`src/rtl/cla_pipe_adder.sv`:
```
// rtl/cla_pipe_adder.sv - two-stage grouped carry-lookahead adder/subtractor with valid/ready flow control
// Optional macro CLA_SAT_EN: clamp the WIDTH-bit result to the signed limit on overflow.
module cla_pipe_adder #(
  parameter int WIDTH = 16,
  parameter int GROUP = 4
) (
  input  logic             clk,
  input  logic             rst,
  input  logic             in_valid,
  output logic             in_ready,
  input  logic [WIDTH-1:0] a,
  input  logic [WIDTH-1:0] b,
  input  logic             c_in,
  input  logic             sub,
  output logic             out_valid,
  input  logic             out_ready,
  output logic [WIDTH:0]   sum,
  output logic             ovf
);
  localparam int NG = WIDTH / GROUP;

  logic [WIDTH-1:0] b_eff, p_in, g_in;
  logic             cin_eff;
  logic [NG-1:0]    gp_in, gg_in;

  always_comb begin : cond_comb
    logic gacc;
    b_eff   = sub ? ~b : b;
    cin_eff = sub | c_in;
    p_in    = a ^ b_eff;
    g_in    = a & b_eff;
    gp_in   = '0;
    gg_in   = '0;
    for (int j = 0; j < NG; j++) begin
      gp_in[j] = &p_in[j*GROUP +: GROUP];
      gacc = 1'b0;
      for (int i = 0; i < GROUP; i++)
        gacc = g_in[j*GROUP+i] | (p_in[j*GROUP+i] & gacc);
      gg_in[j] = gacc;
    end
  end

  logic             v1, v2, ld2;
  logic [WIDTH-1:0] p1, g1;
  logic [NG-1:0]    gp1, gg1;
  logic             cin1, am1, bm1;

  // in_ready depends only on registered valids and out_ready, never on in_valid
  assign ld2       = !v2 || out_ready;
  assign in_ready  = !v1 || ld2;
  assign out_valid = v2;

  always_ff @(posedge clk) begin
    if (rst) begin
      v1   <= 1'b0;
      p1   <= '0;
      g1   <= '0;
      gp1  <= '0;
      gg1  <= '0;
      cin1 <= 1'b0;
      am1  <= 1'b0;
      bm1  <= 1'b0;
    end else if (in_ready) begin
      v1 <= in_valid;
      if (in_valid) begin
        p1   <= p_in;
        g1   <= g_in;
        gp1  <= gp_in;
        gg1  <= gg_in;
        cin1 <= cin_eff;
        am1  <= a[WIDTH-1];
        bm1  <= b_eff[WIDTH-1];
      end
    end
  end

  logic [NG:0]    cg;
  logic [WIDTH:0] c, sum_n, sum_sat;
  logic           ovf_n;

  always_comb begin : carry_comb
    logic cc;
    cg[0] = cin1;
    for (int j = 0; j < NG; j++)
      cg[j+1] = gg1[j] | (gp1[j] & cg[j]);
    c = '0;
    // in-group carries restart from each group's lookahead carry-in
    for (int j = 0; j < NG; j++) begin
      cc = cg[j];
      for (int i = 0; i < GROUP; i++) begin
        c[j*GROUP+i] = cc;
        cc = g1[j*GROUP+i] | (p1[j*GROUP+i] & cc);
      end
    end
    c[WIDTH] = cg[NG];
    sum_n    = {1'b0, p1} ^ c;
    ovf_n    = (am1 == bm1) && (sum_n[WIDTH-1] != am1);
    sum_sat  = sum_n;
`ifdef CLA_SAT_EN
    if (ovf_n)
      sum_sat[WIDTH-1:0] = am1 ? {1'b1, {(WIDTH-1){1'b0}}} : {1'b0, {(WIDTH-1){1'b1}}};
`else
    sum_sat = sum_n;
`endif
  end

  always_ff @(posedge clk) begin
    if (rst) begin
      v2  <= 1'b0;
      sum <= '0;
      ovf <= 1'b0;
    end else if (ld2) begin
      v2 <= v1;
      if (v1) begin
        sum <= sum_sat;
        ovf <= ovf_n;
      end
    end
  end
endmodule
```
`config.mk`:
```
export PLATFORM = sky130hd
export DESIGN_NAME = cla_pipe_adder
export DESIGN_NICKNAME = d
export VERILOG_FILES = /design/src/rtl/cla_pipe_adder.sv
export SDC_FILE = /design/constraint.sdc
export NUM_CORES = 1
export LEC_CHECK = 0
export BUFFER_PORTS_ARGS = -buffer_cell sky130_fd_sc_hd__buf_2
export CORE_UTILIZATION = 49
export DETAILED_ROUTE_END_ITERATION = 10
export HOLD_SLACK_MARGIN = 0.08
export PLACE_DENSITY = 0.72
export SETUP_SLACK_MARGIN = 0.05
export SLEW_MARGIN = 5
export SYNTH_ARGS = -nofsm -noshare
export SYNTH_HDL_FRONTEND = slang
export SYNTH_SLANG_ARGS = --single-unit
```
`constraint.sdc`:
```
create_clock -name clk -period 6.6 [get_ports clk]
set_input_delay 0.33 -clock clk [delete_from_list [all_inputs] [get_ports clk]]
set_output_delay 0.33 -clock clk [all_outputs]
set_load 0.01 [all_outputs]
```
## Word level (Yosys, flattened, before mapping)

Cells that the tools add are included.

| word-level totals | value |
|---|---|
| input bits | 38 |
| logic and storage cells | 86 |
| bits in registers | 62 |

| operators by class | value |
|---|---|
| bitwise operators | 61 |
| muxes and demuxes | 1 |
| eq/ne operators | 2 |
| reduce and logical (&&, ||, !) cells | 11 |

Operators by type and width:

| kind | count |
|---|---|
| 1-bit OR | 29 |
| 1-bit bitwise AND | 28 |
| 16-bit by 17-bit bitwise XOR with 17-bit output | 1 |
| 16-bit bitwise AND | 1 |
| 16-bit 2-to-1 mux | 1 |
| 16-bit inverter | 1 |
| 4-bit AND reduction | 4 |
| 16-bit bitwise XOR | 1 |
| 2-bit AND reduction | 2 |
| 1-bit logical NOT | 2 |
| 1-bit logical OR | 2 |
| 1-bit == test | 1 |
| 1-bit logical AND | 1 |
| 1-bit inequality test | 1 |

## Logic depth before layout (Yosys ltp)

| logic depth | value |
|---|---|
| depth after elaboration | 15 |
| gate-level depth with buffers | 11 |
| depth with buffers taken out | 11 |

## Worst setup path before layout

No wires, ideal clock.

| timing | value |
|---|---|
| path kind | flip-flop to flip-flop |
| start point | register gp1[0] |
| end point | register ovf |
| clock period less this slack | 2.325 ns |
| buffers on the path | 0 |
| data arrival time | 2.234 ns |
| setup time | 0.091 ns |
| setup slack | 4.275 ns |
| cell stages (with the launch flop) | 12 |
| path through | dfxtp_1 -> a211oi_1 -> o21bai_1 -> ha_1 -> or2_2 -> ha_1 -> or2_2 -> ha_1 -> nor2_1 -> xnor2_1 -> nand3b_1 -> a311oi_1 |

| between the ends | value |
|---|---|
| cells in the longest elaborated chain, start to end | 15 |

RTL lines:

| item | RTL line | text |
|---|---|---|
| start: declaration | 45 | `logic [NG-1:0] gp1, gg1;` |
| start signal: assignment | 68 | `gp1 <= gp_in;` |
| 1-bit bitwise AND | 85 | `cg[j+1] = gg1[j] \| (gp1[j] & cg[j]);` |
| 1-bit OR | 85 |  |
| 1-bit bitwise AND | 85 |  |
| 1-bit OR | 85 |  |
| 1-bit bitwise AND | 85 |  |
| 1-bit OR | 85 |  |
| 1-bit bitwise AND | 92 | `cc = g1[j*GROUP+i] \| (p1[j*GROUP+i] & cc);` |
| 1-bit OR | 92 |  |
| 1-bit bitwise AND | 92 |  |
| 1-bit OR | 92 |  |
| 1-bit bitwise AND | 92 |  |
| 1-bit OR | 92 |  |
| 16-bit by 17-bit bitwise XOR with 17-bit output | 96 | `sum_n = {1'b0, p1} ^ c;` |
| 1-bit inequality test | 97 | `ovf_n = (am1 == bm1) && (sum_n[WIDTH-1] != am1);` |
| 1-bit logical AND | 97 |  |
| end signal: assignment | 116 | `ovf <= ovf_n;` |
| end: declaration | 18 | `output logic ovf` |

No other way between the ends.
A chain may end at the register's enable or synchronous reset.

## Worst setup path after layout

Ends and elaborated chain as after synthesis.

==> results_dict.tcl <==
set metrics [dict create \
    status "complete, no violations" \
    clock_path_buffers 2 \
    r2r_end "ovf$_SDFFE_PP0P_" \
    grt_pass1_wl_um 10000 \
    peakVddDrop_mv 0.128 \
    dr.pass1.iters 4 \
    syn2layout_area_growth_pct 15.3 \
    drive_above_1_share_pct 21.9 \
    start_util_pct 51.2 \
    antenna_found_initial 0 \
    diodes 0 \
    worst_setup_path_end_kind "register" \
    final.period_utilization_pct 38.0 \
    synth-seq-cells 59 \
    cts_buffers 9 \
    ant_nets 0 \
    ys_warn_count 0 \
    fp.dieW_um 78.4 \
    drt_iter0_drc 198 \
    die_y_um 78.4 \
    post_cts_buffers 0 \
    grt_pass1_vias 2237 \
    ff2ff_setup_slack_ps 4090 \
    netlist_top_cells_area "dfxtp_1 41%, nand2_1 13%, ha_1 12%, a21oi_1 9.8%, xor2_1 4.9%" \
    multi_input_area_um2 1540 \
    syn_inst 339 \
    fmax_ghz 0.398 \
    cts_hold_buffers 0 \
    yosys.area.top_type "dfxtp_1" \
    yosysTopAreaCellShare_pct 41.3 \
    fp-row-count 27 \
    gr-total-overflow 0 \
    clk_pin_slew_ps 70 \
    synthesis.nets 405 \
    holdPathStages 3 \
    path_class "reg2reg" \
    synth.avg_cell_area_um2 8.43 \
    setup_slack_ps 4090 \
    slew_viol_final 0 \
    cts_tree "yes" \
    p_leak_nw 1.50 \
    synth_async_sr_flop_share_pct 0 \
    wire_per_inst_um 12.6 \
    cts_root_buf "clkbuf_8" \
    vias_per_cell 5.19 \
    hold_viol_final 0 \
    fin_skew_ps 6.89 \
    synth_cell_types 28 \
    hold_path_end "v1$_SDFFE_PP0N_" \
    cts_sinks 59 \
    crit_required_ps 6840 \
    ys_seq_area_share_pct 41.3 \
    yosys_most_used_dff "dfxtp_1" \
    vias 2410 \
    place_ws_ps 4090 \
    coreArea_um2 5570 \
    worst_slew_pin_slew_ps 1070 \
    synth.most_common_cell "nand2_1" \
    finalSetupViolCount 0 \
    htreeDepth 3 \
    io_pins 58 \
    rsz0062_at_grt "false" \
    tns_ps 0 \
    critPathMaxFanout 3 \
    arrival_ps 2750 \
    track_usage_pct 21.1 \
    nNetsFinal 454 \
    dieArea_um2 6140 \
    hold_path.startpoint "in_valid" \
    r2r_cells 11 \
    cts_resized 0 \
    power_density_nw_per_um2 251 \
    insertion_delay_ps 340 \
    totalWireLength_um 5860 \
    portBuffers 57 \
    hpwl_um 3840 \
    holdCritPathClass "in2reg" \
    seqCellArea_um2 1180 \
    syn_area_um2 2860 \
    grt_max_degree 60 \
    max_slew_margin_pct 28.8 \
    min_period_ps 2510 \
    route.detailed.drc 0 \
    synth_commonest_cells "98 x nand2_1, 59 x dfxtp_1, 56 x a21oi_1" \
    fillCellCount 543 \
    worstSetupStartpointType "register" \
    r2r_start "gp1[0]$_SDFFE_PP0P_" \
    cap_violations 0 \
    synth_edf_count 0 \
    gp_congestion 0.747 \
]
[through the flow]
stage / util [%] / hold slack (ps) / total power [mW] / cell area [um2] / std cells
after floorplan: - / 428 / 0.497 / 2860 / 339
after global placement: 55.9 / 437 / 0.531 / 3110 / 449
after detailed placement: 55.9 / 443 / 0.533 / 3110 / 449
after CTS: 59.1 / 236 / 0.832 / 3290 / 464
after global routing: 59.1 / 255 / 0.871 / 3290 / 464
final: 59.1 / 245 / 0.828 / 3290 / 464
[layout make-up]
type	count	share of cell area, %
Tap cell	72	2.74
Clock buffer	13	5.13
Timing Repair Buffer	58	8.89
Inverter	2	0.228
Clock inverter	2	0.304
Multi-Input combinational cell	258	46.8
Sequential cell	59	35.9
[cells in the final DEF (no fill, tap or decap), drive strengths merged]
master / n
a311oi: 1
or2: 8
nand2b: 1
a2111oi: 4
nand4: 4
a21o: 2
o21bai: 1
nor2b: 4
xor2: 16
xnor2: 4
a211oi: 2
inv: 2
clkinv: 2
nand2: 99
a21oi: 56
dfxtp: 59
nor3: 7
nand3b: 2
buf: 58
and2: 6
nor2: 12
clkbuf: 13
ha: 28
o21ai: 1
[state kept, by name, summed over array words and instances (netlist names)]
name / cells
sum: 17
p1: 16
g1: 12
gg1: 4
gp1: 4
am1: 1
bm1: 1
cin1: 1
out_valid: 1
ovf: 1
v1: 1
[cell families (layout without fill, tap and decap cells)]
logic type	Yosys count	after routing	share of synthesized area, %
simple gates	143	143	21.9
fa+ha+maj	28	28	12.3
xor+xnor	20	20	6.13
buf+inv	22	75	4.64
flops	59	59	41.3
compound gates	67	67	13.7
[power by group]
part / internal, mW / total, mW / leakage [nW] / switching (mW)
logic: 0.0587 / 0.135 / 0.925 / 0.0760
registers: 0.379 / 0.392 / 0.483 / 0.0128
clock network: 0.164 / 0.301 / 0.0953 / 0.138
[routing by layer]
layer  share of wire [%]  GRT usage, %  up-vias
li1                    -             -     1231
met1                  46          26.0     1111
met2                  48          35.1       57
met3                 3.8          4.30       11
met4                 2.3          10.0        0
met5                   0             0        -
[worst max-delay path by stage]
stage,start,to,slack [ps],cells past startpoint
floorplan,gp1[0]$_SDFFE_PP0P_,ovf$_SDFFE_PP0P_,4280,11
global placement,gp1[0]$_SDFFE_PP0P_,ovf$_SDFFE_PP0P_,4170,11
detailed placement,gp1[0]$_SDFFE_PP0P_,ovf$_SDFFE_PP0P_,4090,11
CTS,gp1[0]$_SDFFE_PP0P_,ovf$_SDFFE_PP0P_,4070,11
global route,gp1[0]$_SDFFE_PP0P_,ovf$_SDFFE_PP0P_,3930,11
finish,gp1[0]$_SDFFE_PP0P_,ovf$_SDFFE_PP0P_,4090,11
[critical path, cell delays in order, from the launching register on]
cell and delay [ps]:
dfxtp_1 330, a211oi_1 240, o21bai_1 140, ha_1 190
or2_2 270, ha_1 170, or2_2 270, ha_1 180
nor2_1 110, xnor2_1 100, nand3b_1 170, a311oi_1 250
No activity file was read; power rests on OpenSTA's default activity.
